[config.mk]
export PLATFORM = sky130hd
export DESIGN_NAME = frame_payload_extract
export DESIGN_NICKNAME = d
export VERILOG_FILES = /design/src/rtl/frame_pkg.sv /design/src/rtl/frame_buf.sv /design/src/rtl/frame_payload_extract.sv
export SDC_FILE = /design/constraint.sdc
export NUM_CORES = 1
export LEC_CHECK = 0
export CAP_MARGIN = 25
export CELL_PAD_IN_SITES_DETAIL_PLACEMENT = 0
export CELL_PAD_IN_SITES_GLOBAL_PLACEMENT = 1
export CORE_UTILIZATION = 50
export DETAILED_ROUTE_END_ITERATION = 8
export GPL_TIMING_DRIVEN = 0
export HOLD_SLACK_MARGIN = 0.06
export PLACE_DENSITY = 0.86
export SYNTH_ARGS = -nofsm -noshare
export SYNTH_HDL_FRONTEND = slang
export SYNTH_SLANG_ARGS = --single-unit
[constraint.sdc]
create_clock -name clk -period 5.16 [get_ports clk]
set_clock_uncertainty 0.15 [all_clocks]
set_input_delay 1.29 -clock clk [delete_from_list [all_inputs] [get_ports clk]]
set_output_delay 1.29 -clock clk [all_outputs]
set_load 0.01 [all_outputs]
[src/rtl/frame_pkg.sv]
// Shared constants and state encoding for the frame payload extractor.
package frame_pkg;

  localparam logic [7:0] FRAMEHEAD  = 8'h47;
  localparam int         FRAMECOUNT = 10;
  localparam int         PAYLOAD    = FRAMECOUNT - 1;
  localparam int         IDX_W      = $clog2(PAYLOAD + 1);

  typedef enum logic [2:0] {
    ST_IDLE    = 3'b001,
    ST_COLLECT = 3'b010,
    ST_DROP    = 3'b100
  } state_e;

  function automatic logic [7:0] sat_inc8(input logic [7:0] v);
    if (v == 8'hFF) begin
      return v;
    end else begin
      return v + 8'd1;
    end
  endfunction

endpackage

[src/rtl/frame_buf.sv]
// Payload byte store: tentative writes become visible only on commit; FWFT read side
// tracks the byte position inside each frame for start/end markers.
module frame_buf
  import frame_pkg::*;
#(
  parameter int DEPTH = 32
) (
  input  logic                      clk,
  input  logic                      rst_n,
  input  logic                      wr_en_i,
  input  logic [7:0]                wr_data_i,
  input  logic                      commit_i,
  input  logic                      rewind_i,
  input  logic                      rd_en_i,
  output logic [7:0]                rd_data_o,
  output logic                      empty_o,
  output logic [$clog2(DEPTH):0]    free_o,
  output logic                      rd_sof_o,
  output logic                      rd_eof_o
);

  localparam int AW = $clog2(DEPTH);
  localparam int PW = AW + 1;

  logic [PW-1:0]    wr_tmp_q, wr_commit_q, rd_ptr_q;
  logic [IDX_W-1:0] rd_idx_q;
  logic [7:0]       mem_q [DEPTH];
  logic [PW-1:0]    commit_eff_s;
  logic [PW-1:0]    used_s;
  logic             rd_fire_s;

  // A same-cycle commit already counts against free space, so the next frame's
  // start decision sees the buffer as it will be after this edge.
  assign commit_eff_s = commit_i ? wr_tmp_q : wr_commit_q;
  assign used_s       = commit_eff_s - rd_ptr_q;
  assign free_o       = PW'(DEPTH) - used_s;
  assign empty_o      = (rd_ptr_q == wr_commit_q);
  assign rd_fire_s    = rd_en_i && !empty_o;
  assign rd_data_o    = mem_q[rd_ptr_q[AW-1:0]];
  assign rd_sof_o     = !empty_o && (rd_idx_q == IDX_W'(0));
  assign rd_eof_o     = !empty_o && (rd_idx_q == IDX_W'(PAYLOAD - 1));

  // Pointer and frame-position registers.
  always_ff @(posedge clk or negedge rst_n) begin
    if (!rst_n) begin
      wr_tmp_q    <= '0;
      wr_commit_q <= '0;
      rd_ptr_q    <= '0;
      rd_idx_q    <= '0;
    end else begin
      if (commit_i) begin
        wr_commit_q <= wr_tmp_q;
      end
      if (rewind_i) begin
        wr_tmp_q <= wr_commit_q;
      end else if (wr_en_i) begin
        wr_tmp_q <= wr_tmp_q + PW'(1);
      end
      if (rd_fire_s) begin
        rd_ptr_q <= rd_ptr_q + PW'(1);
        if (rd_idx_q == IDX_W'(PAYLOAD - 1)) begin
          rd_idx_q <= '0;
        end else begin
          rd_idx_q <= rd_idx_q + IDX_W'(1);
        end
      end
    end
  end

  // Byte storage write port.
  always_ff @(posedge clk) begin
    if (wr_en_i) begin
      mem_q[wr_tmp_q[AW-1:0]] <= wr_data_i;
    end
  end

endmodule

[src/rtl/frame_payload_extract.sv]
// Collects the payload bytes between frame heads, commits a frame only when the next
// sync arrives exactly on time, and streams committed payload out with sof/eof.
module frame_payload_extract
  import frame_pkg::*;
#(
  parameter int DEPTH      = 32,
  parameter bit CHECK_HEAD = 1'b1
) (
  input  logic       clk,
  input  logic       rst_n,
  input  logic [7:0] data,
  input  logic       syn_flag,
  output logic [7:0] out_data,
  output logic       out_valid,
  input  logic       out_ready,
  output logic       out_sof,
  output logic       out_eof,
  output logic [7:0] drop_cnt
);

  localparam int PW = $clog2(DEPTH) + 1;

  state_e           state_q, state_d;
  logic [IDX_W-1:0] idx_q, idx_d;
  logic [7:0]       drop_q, drop_d;
  logic             buf_wr_s, buf_commit_s, buf_rewind_s;
  logic             drop_ev_s, start_s, accept_s, head_ok_s, empty_s;
  logic [PW-1:0]    free_s;

  frame_buf #(.DEPTH(DEPTH)) u_buf (
    .clk       (clk),
    .rst_n     (rst_n),
    .wr_en_i   (buf_wr_s),
    .wr_data_i (data),
    .commit_i  (buf_commit_s),
    .rewind_i  (buf_rewind_s),
    .rd_en_i   (out_ready),
    .rd_data_o (out_data),
    .empty_o   (empty_s),
    .free_o    (free_s),
    .rd_sof_o  (out_sof),
    .rd_eof_o  (out_eof)
  );

  assign head_ok_s = !CHECK_HEAD || (data == FRAMEHEAD);
  assign accept_s  = head_ok_s && (free_s >= PW'(PAYLOAD));
  assign out_valid = !empty_s;
  assign drop_cnt  = drop_q;

  // Next-state logic; a premature abort followed by a rejected start is one drop event.
  always_comb begin
    state_d      = state_q;
    idx_d        = idx_q;
    buf_wr_s     = 1'b0;
    buf_commit_s = 1'b0;
    buf_rewind_s = 1'b0;
    drop_ev_s    = 1'b0;
    start_s      = 1'b0;
    case (state_q)
      ST_IDLE: begin
        if (syn_flag) begin
          start_s = 1'b1;
        end else begin
          state_d = ST_IDLE;
        end
      end
      ST_COLLECT: begin
        if (idx_q < IDX_W'(PAYLOAD)) begin
          if (syn_flag) begin
            buf_rewind_s = 1'b1;
            drop_ev_s    = 1'b1;
            start_s      = 1'b1;
          end else begin
            buf_wr_s = 1'b1;
            idx_d    = idx_q + IDX_W'(1);
          end
        end else if (syn_flag) begin
          buf_commit_s = 1'b1;
          start_s      = 1'b1;
        end else begin
          buf_rewind_s = 1'b1;
          drop_ev_s    = 1'b1;
          state_d      = ST_IDLE;
          idx_d        = '0;
        end
      end
      ST_DROP: begin
        if (syn_flag) begin
          start_s = 1'b1;
        end else if (idx_q < IDX_W'(PAYLOAD)) begin
          idx_d = idx_q + IDX_W'(1);
        end else begin
          state_d = ST_IDLE;
          idx_d   = '0;
        end
      end
      default: begin
        state_d = ST_IDLE;
        idx_d   = '0;
      end
    endcase
    if (start_s) begin
      idx_d = '0;
      if (accept_s) begin
        state_d = ST_COLLECT;
      end else begin
        state_d   = ST_DROP;
        drop_ev_s = 1'b1;
      end
    end else begin
      idx_d = idx_d;
    end
    if (drop_ev_s) begin
      drop_d = sat_inc8(drop_q);
    end else begin
      drop_d = drop_q;
    end
  end

  // FSM, byte index and drop counter registers.
  always_ff @(posedge clk or negedge rst_n) begin
    if (!rst_n) begin
      state_q <= ST_IDLE;
      idx_q   <= '0;
      drop_q  <= 8'd0;
    end else begin
      state_q <= state_d;
      idx_q   <= idx_d;
      drop_q  <= drop_d;
    end
  end

endmodule
# ---- Yosys cells after proc, flatten, opt, wreduce, memory -nomap -nowiden
# Memories as Yosys holds them, arrays and structs flattened.
# Cells that the tools add are included.
dict set report totals {
  register_bits 37
  mem_bits_rw 256
  inputBits 12
  wordCells 72
  n_memories 1
}
dict set report op_classes {
  addsub 7
  magnitude_cmp 2
  eq_ne 12
  mux 31
  n_bitwise 1
  reduce_logical 11
}
# name depth word_bits read_ports rd_ports_with_merged_regs write_ports line_no
set mem_list {}
lappend mem_list {u_buf.mem_q 32 8 1 0 1 frame_buf.sv:27} ;# logic [7:0] mem_q [DEPTH];
# cell count
set ops {}
lappend ops {{$mux 4} 7}
lappend ops {{$mux 3} 6}
lappend ops {{$mux 6} 3}
lappend ops {{$mux 1} 13}
lappend ops {{$add 6x1->6 const B} 2}
lappend ops {{$ne 3x3->1 const B} 4}
lappend ops {{$pmux 4 s3} 1}
lappend ops {{$pmux 3 s3} 1}
lappend ops {{$add 4x1->4 const B} 2}
lappend ops {{$add 8x1->8 const B} 1}
lappend ops {{$eq 8x7->1 const B} 1}
lappend ops {{$eq 8x8->1 const B} 1}
lappend ops {{$eq 6x6->1} 1}
lappend ops {{$ge 6x4->1 const B} 1}
lappend ops {{$reduce_and 3->1} 2}
lappend ops {{$sub 6x6->6} 1}
lappend ops {{$sub 6x6->6 const A} 1}
lappend ops {{$eq 4x4->1 const B} 1}
lappend ops {{$logic_and 1x1->1} 4}
lappend ops {{$logic_not 4->1} 1}
lappend ops {{$lt 4x4->1 const B} 1}
lappend ops {{$eq 3x1->1 const B} 1}
lappend ops {{$eq 3x2->1 const B} 1}
lappend ops {{$eq 3x3->1 const B} 1}
lappend ops {{other kinds (6)} 6}

# ---- Logic depth before layout (Yosys ltp)
# Gate-level depths: netlist of the first run.
dict set report depth {
  depth_word 11
  mapped_depth 19
}

# ---- Hierarchy
# A second synthesis of the first run with hierarchy kept.
dict set report hier_totals {
  hier_cells 721
  area_unflattened_um2 12404.4
}
# module n_inst cells_per_inst area_each_um2
set modules_own_cells {}
lappend modules_own_cells {frame_buf 1 630 11492.3}
lappend modules_own_cells {frame_payload_extract 1 91 912.1}

# ---- Worst setup path before layout of the first run
# No wires, ideal clock.
dict set report synth_path {
  kind {input to register}
  start {input syn_flag}
  end {register drop_q[1] (netlist: drop_cnt[1])}
  setup_ns 0.125
  arrival_ns 4.289
  slack_ns 0.596
  cell_stages 12
  path_cell_list {ha_1 -> and4bb_1 -> buf_6 -> mux2i_1 -> ha_1 -> ha_1 -> fa_1 -> a21o_1 -> a21oi_1 -> xnor3_1 -> o32ai_4 -> mux2_2}
}
dict set report synth_between {
  elab_chain_cells 11
  elab_cells_between_ends 15
}
# item line_no
set synth_rtl {}
lappend synth_rtl {{start, declared} frame_payload_extract.sv:12} ;# input logic syn_flag,
lappend synth_rtl {{$mux 1} --}
lappend synth_rtl {{$mux 1} frame_payload_extract.sv:68} ;# if (idx_q < IDX_W'(PAYLOAD)) begin
lappend synth_rtl {{$mux 1} frame_payload_extract.sv:59} ;# case (state_q)
lappend synth_rtl {{$mux 6} --}
lappend synth_rtl {{$sub 6x6->6} frame_buf.sv:35} ;# assign used_s = commit_eff_s - rd_ptr_q;
lappend synth_rtl {{$sub 6x6->6} frame_buf.sv:36} ;# assign free_o = PW'(DEPTH) - used_s;
lappend synth_rtl {{$ge 6x4->1} frame_payload_extract.sv:46} ;# assign accept_s = head_ok_s && (free_s >= PW'(PAYLOAD));
lappend synth_rtl {{$logic_and 1x1->1} frame_payload_extract.sv:46}
lappend synth_rtl {{$mux 1} frame_payload_extract.sv:104} ;# if (accept_s) begin
lappend synth_rtl {{$mux 1 *} frame_payload_extract.sv:102} ;# if (start_s) begin
lappend synth_rtl {{$reduce_and 2->1 (no line) *} --}
lappend synth_rtl {{end signal, assigned} frame_payload_extract.sv:129} ;# drop_q <= drop_d;
lappend synth_rtl {{end, declared} frame_payload_extract.sv:25} ;# logic [7:0] drop_q, drop_d;
# Mark *: on every way between the ends. The rest lies on a longest branch, timed or not.
# A chain may end at the register's enable or synchronous reset.

# ---- Worst setup path after layout of the first run
dict set report layout_path {
  start {register u_buf.rd_ptr_q[0]}
  end {output out_data[1]}
}
dict set report layout_between {
  elab_chain_cells 1
}
# item line_no
set layout_rtl {}
lappend layout_rtl {{start, declared} frame_buf.sv:25} ;# logic [PW-1:0] wr_tmp_q, wr_commit_q, rd_ptr_q;
lappend layout_rtl {{start signal, assigned} frame_buf.sv:60} ;# rd_ptr_q <= rd_ptr_q + PW'(1);
lappend layout_rtl {{$mem_v2 32x8} --}
lappend layout_rtl {{end, declared} frame_payload_extract.sv:13} ;# output logic [7:0] out_data,
# Every way passes these cells.

==> run_results.csv, run 1 <==
group,metric,value,unit
global_route,grt_pass1_wl,39100,um
placement,hpwlAfterDp,16700,um
drt,wl,26100,um
die,die_w,157,um
die,io_pins,31,
worst_hold_path,hold_end,"drop_cnt[6]",
synthesis,yosysMostFrequentCell,"edfxtp_1",
layout,num_antenna_cells,0,
synthesis,yosysTopAreaCell,"edfxtp_1",
die,start_util,51.2,%
synthesis,yosys_register_bits,293,
critical_path,required,3720,ps
run_status,outcome,"finished, final reports clean",
timing,layout_min_cycle_time,5060,ps
placement,io_buffers,30,
timing,timing.fmax,198,MHz
placement,pre_cts_ws,-311,ps
timing,period_share,98.0,%
synthesis,synth_commonest_cells,"edfxtp_1, mux4_2, nor2_1",
die,core,23600,um2
worst_hold_path,holdCritPathClass,"flop to flop",
timing,relSlewSlack,43.6,%
synthesis,synthArstFlopShare,12.6,%
critical_path,cp-end-kind,"output pin",
synthesis,yosysSeqAreaShare,71.3,%
layout,fillCellCount,1703,
power_and_ir_drop,power.density,512,nW/um2
critical_path,critical_path_class,"flop to output pin",
critical_path,r2r_setup_slack,550,ps
placement,place_congestion,0.792,
synthesis,synth_area_leaders,"edfxtp_1, mux4_2, dfrtp_1, ha_1, nor2_1",
critical_path,r2r-start,"idx_q[0]",
clock_tree,cts_made_buffers,28,
layout,area_growth,15.4,%
drt,initialDrtViolationCount,757,
layout,drive_gt1_share,22.9,%
drt,dr.pass1.iters,8,
synthesis,syn-cell-area,12100,um2
timing,holdWs,340,ps
timing,grt_setup_unrepaired,"no",
critical_path,cp.arrival,3620,ps
clock_tree,path_clk_slew,60,ps
synthesis,ys.warnings.count,0,
placement,dp_cells,979,
drt,via_per_inst,6.00,
worst_hold_path,whs_path_depth,1,
power_and_ir_drop,peakVddDrop,316,uV
die,rows,56,
timing,tightestPinTransition,842,ps
global_route,antenna_found_initial,0,
critical_path,r2r_cells,17,
synthesis,syn-num-nets,657,
clock_tree,h-tree-depth,1,
synthesis,synth_top_area_share,63.6,%
clock_tree,cts_tree,"built",
global_route,grt_pass1_vias,6387,
timing,fin_ws,105,ps
clock_tree,clock-sinks,293,
synthesis,synth_cell_type_count,48,
synthesis,synth_top_flop_cell,"edfxtp_1",
synthesis,syn_avg_cell_area,19.4,um2
critical_path,cp-start-kind,"flop",
drt,drtAntennaViolNets,0,
drt,num_vias,6190,
synthesis,syn_inst,623,
drt,drc_errors,0,
critical_path,path_max_fanout,10,
clock_tree,root_buffer,"clkbuf_16",
global_route,overflow,0,
clock_tree,cts-hold-fix-buffers,0,
die,dieArea,24800,um2
power_and_ir_drop,p_leak,4.68,nW
layout,final_nets,725,
global_route,grt_max_degree,38,
drt,wl_per_cell,25.3,um
die,die_h,157,um
clock_tree,clk_path_buf_depth,3,
clock_tree,insertion_delay,540,ps
layout,final_util,59.1,%
timing,finalSetupViolations,0,
timing,drv_slew,0,
worst_hold_path,hold_start,"drop_cnt[6]",
job,maxCapViolCount,0,
layout,finalNonFillerCells,1032,
global_route,grt_usage,21.9,%
critical_path,reg2reg_to,"drop_cnt[1]",
synthesis,synth_edf_count,256,
timing,hold_violations,0,
==> layout make-up <==
| type | instances | area (um2) | share of cell area (%) |
|---|---|---|---|
| inverters | 16 | 60.1 | 0.431 |
| repair buffers | 38 | 503 | 3.61 |
| clock buffers | 36 | 752 | 5.39 |
| plain buffers | 27 | 145 | 1.04 |
| multi-input cells | 287 | 3290 | 23.6 |
| flip-flops and latches | 293 | 8610 | 61.8 |
| clock inverters | 16 | 178 | 1.27 |
| well taps | 319 | 399 | 2.86 |
==> cell families after synthesis <==
logic type | after synthesis | share of synthesized area (%)
DFF | 293 | 71.3
AOI/OAI and AO/OA | 32 | 1.95
xor gates and xnor gates | 25 | 1.93
muxes | 97 | 16.5
and+or+nand+nor | 111 | 4.56
buffers and inverters | 43 | 1.46
adders and majority gates | 22 | 2.34
==> worst max-delay path: stages, from the launching register on <==
cell             delay, ps
dfrtp_1                360
clkbuf_1               250
buf_6                  240
buf_4                  270
mux4_2                 580
mux4_2                 530
mux2_2                 330
clkdlybuf4s50_1        490
==> timing repair <==
item,4_1_cts,5_1_grt
resized for setup,11,6
setup buffers,0,0
endpoints found under the hold margin,0,0
endpoints found under the setup margin,8,6
==> state kept, by name (all words and copies together) (netlist names) <==
signal,count
u_buf.wr_tmp_q,6
drop_cnt,8
idx_q,4
state_q,3
u_buf.rd_idx_q,4
u_buf.rd_ptr_q,6
u_buf.wr_commit_q,6
u_buf.mem_q,256
==> worst max path at each step <==
stage                 startpoint  slack [ps]  cells after the start          end
3_5_place_dp            syn_flag        -310                     13  drop_cnt[1]
4_1_cts        u_buf.rd_ptr_q[0]           5                      7  out_data[1]
3_3_place_gp            syn_flag        -240                     13  drop_cnt[1]
6_report       u_buf.rd_ptr_q[0]         100                      7  out_data[1]
2_1_floorplan           syn_flag         600                     12  drop_cnt[1]
5_1_grt        u_buf.rd_ptr_q[0]           4                      7  out_data[1]
==> stage by stage <==
stage          total power, mW  setup TNS [ps]  cell area [um2]
2_1_floorplan             4.28               0            12100
3_3_place_gp              4.98           -1190            12800
3_5_place_dp              5.07           -1740            13000
4_1_cts                   7.16               0            13900
5_1_grt                   7.42               0            13900
6_report                  7.15               0            13900
==> power breakdown <==
part / internal, mW / switching, mW / total [mW]
combinational: 1.19 / 1.13 / 2.32
sequential: 2.65 / 0.101 / 2.75
clock: 1.23 / 0.848 / 2.07
total: 5.07 / 2.08 / 7.15
==> cell usage in the layout, fill, tap and decap left out, types with 4 or more instances in the layout <==
cell,synthesis,routed
buf_16,0,7
clkbuf_1,18,18
clkbuf_2,0,8
xnor2_1,15,15
nand4_1,7,7
mux4_2,80,80
xor2_1,9,9
edfxtp_1,256,256
and3_1,7,7
clkdlybuf4s50_1,0,29
o21ai_0,13,13
clkbuf_16,0,29
nand2_1,23,23
nor2_1,45,45
nand3_1,4,4
bufinv_16,0,4
mux2_2,13,13
clkinv_1,0,7
inv_1,16,16
dfrtp_1,36,36
buf_2,6,4
ha_1,21,21
nand2b_1,5,5
==> metal layers <==
metal,global-route usage [%],wire [um]
met1,30.4,10500
met2,36.5,13000
met3,2.84,1980
met4,6.33,544
met5,0,0
Power figures use the tool's default switching activity.
==> run 2: changes to the inputs <==
--- a/config.mk
+++ b/config.mk
@@ -5,7 +5,7 @@
 export SDC_FILE = /design/constraint.sdc
 export NUM_CORES = 1
 export LEC_CHECK = 0
-export CAP_MARGIN = 25
+export CAP_MARGIN = 20
 export CELL_PAD_IN_SITES_DETAIL_PLACEMENT = 0
 export CELL_PAD_IN_SITES_GLOBAL_PLACEMENT = 1
 export CORE_UTILIZATION = 50
==> constraint.sdc (replaced) <==
create_clock -name clk -period 5.16 [get_ports clk]
set_clock_uncertainty 0.15 [all_clocks]
set_input_delay 0.774 -clock clk [delete_from_list [all_inputs] [get_ports clk]]
set_output_delay 0.774 -clock clk [all_outputs]
set_load 0.01 [all_outputs]
==> run 2 against run 1 <==
Clock-buffer cell count down 6. Hold slack worse by 150 ps. Non-clock buffer count grew 1. Sequential share of layout area down 0.10 points. Highest routed layer unchanged. Largest cell class unchanged. Routed wire length fell by 1.1%. Worst setup slack better by 120 ps.
==> run_results.csv, run 2 (synthesized netlist as in run 1, its figures left out) <==
group,metric,value,unit
clock_tree,cts_resized,0,
critical_path,cp-start-kind,"flop",
die,io_pins,31,
global_route,antenna_found_initial,0,
timing,hold_violations,0,
placement,place_congestion,0.792,
clock_tree,cts_setup_buffers,0,
critical_path,r2r_setup_slack,530,ps
critical_path,cp.arrival,4010,ps
die,rows,56,
timing,tightestPinTransition,915,ps
layout,area_growth,15.6,%
global_route,grt_max_degree,38,
placement,hpwlAfterDp,16600,um
drt,wl,25800,um
power_and_ir_drop,p_switching,2.09,mW
power_and_ir_drop,peakVddDrop,337,uV
job,maxCapViolCount,0,
critical_path,reg2reg_to,"drop_cnt[1]",
critical_path,worstSetupEndpoint,"out_data[0]",
critical_path,required,4240,ps
drt,via_per_inst,5.98,
clock_tree,h-tree-depth,1,
critical_path,r2r-start,"idx_q[0]",
layout,final_nets,727,
critical_path,crit_start,"u_buf.rd_ptr_q[1]",
clock_tree,insertion_delay,530,ps
power_and_ir_drop,power.share.switching,29.2,%
clock_tree,root_buffer,"clkbuf_16",
drt,wl_per_cell,24.9,um
critical_path,r2r_cells,17,
layout,num_antenna_cells,0,
timing,finalSetupViolations,0,
die,core,23600,um2
power_and_ir_drop,seqPwrFrac,38.5,%
die,die_w,157,um
layout,drive_gt1_share,23.1,%
power_and_ir_drop,power.share.clock,29.5,%
drt,initialDrtViolationCount,492,
power_and_ir_drop,p_leak,4.69,nW
global_route,overflow,0,
worst_hold_path,holdCritPathClass,"primary input to asynchronous set/reset pin",
timing,tns,0,ps
critical_path,path_max_fanout,10,
clock_tree,cts_tree,"built",
clock_tree,path_clk_slew,60,ps
timing,period_share,95.7,%
layout,largest_reg_flops,256,
timing,timing.fmax,203,MHz
critical_path,cp-end-kind,"output pin",
timing,drv_slew,0,
run_status,outcome,"finished, final reports clean",
global_route,grt_pass1_vias,6370,
power_and_ir_drop,p_comb_share,32.0,%
timing,relSlewSlack,39.0,%
drt,dr.pass1.iters,7,
timing,grt_setup_unrepaired,"no",
critical_path,critical_path_class,"flop to output pin",
drt,drtAntennaViolNets,0,
timing,layout_min_cycle_time,4940,ps
layout,final_util,59.2,%
die,die_h,157,um
power_and_ir_drop,cell_internal_pwr,5.06,mW
clock_tree,clk_path_buf_depth,3,
layout,mostFrequentLayoutCell,"edfxtp_1",
drt,drc_errors,0,
clock_tree,cts_made_buffers,29,
placement,io_buffers,30,
global_route,grt_pass1_wl,38600,um
global_route,grt_usage,21.6,%
clock_tree,clock-sinks,293,
die,start_util,51.2,%
layout,fillCellCount,1679,
die,dieArea,24800,um2
power_and_ir_drop,power.density,512,nW/um2
drt,num_vias,6180,
layout,final_cell_mix,"edfxtp_1, mux4_2, nor2_1, dfrtp_1",
clock_tree,cts-hold-fix-buffers,0,
run 2: critical path, cell delays in order, from the launching register on:
cell and delay (ps):
dfrtp_1 510, buf_1 540, clkbuf_1 620, mux4_2 460
mux4_2 540, mux2_2 320, clkdlybuf4s50_1 490
run 2: layout make-up:
cell class / count / area [um2] / share of cell area, %
Sequential cell: 293 / 8610 / 61.7
Multi-Input combinational cell: 287 / 3290 / 23.6
Clock buffer: 30 / 729 / 5.22
Timing Repair Buffer: 39 / 531 / 3.80
Tap cell: 319 / 399 / 2.86
Clock inverter: 23 / 225 / 1.61
Buffer: 27 / 116 / 0.833
Inverter: 16 / 60.1 / 0.430
run 2: how the worst min path moves through the flow:
| stage | from | endpoint |
|---|---|---|
| 3_5_place_dp | drop_cnt[6] | drop_cnt[6] |
| 4_1_cts | rst_n | idx_q[2] |
| 3_3_place_gp | drop_cnt[6] | drop_cnt[6] |
| 2_1_floorplan | idx_q[2] | idx_q[2] |
| 5_1_grt | rst_n | drop_cnt[2] |
| 6_report | rst_n | idx_q[2] |
run 2: metrics by stage:
step	setup slack [ps]	instances	area [um2]	hold WS (ps)	power [mW]
floorplan	1020	623	12100	317	4.28
global placement	272	972	12800	334	4.98
detailed placement	179	977	12900	337	5.07
CTS	173	1030	13900	204	7.19
global route	152	1034	14000	246	7.43
finish	222	1034	14000	194	7.15
run 2: power groups by stage:
stage	logic (mW)	clock network [mW]	registers, mW
6_report	2.29	2.11	2.75
5_1_grt	2.45	2.22	2.76
4_1_cts	2.30	2.14	2.75
3_5_place_dp	2.27	0	2.80
3_3_place_gp	2.19	0	2.79
2_1_floorplan	1.50	0	2.78
run 2: layer usage:
| layer | vias up | track usage [%] | part of all wire, % | wire [um] |
|---|---|---|---|---|
| li1 | 2646 | - | - | - |
| met1 | 3218 | 29.8 | 41 | 10600 |
| met2 | 282 | 36.3 | 50 | 13000 |
| met3 | 34 | 2.78 | 6.5 | 1680 |
| met4 | 0 | 6.01 | 2.2 | 561 |
| met5 | - | 0 | 0 | 0 |
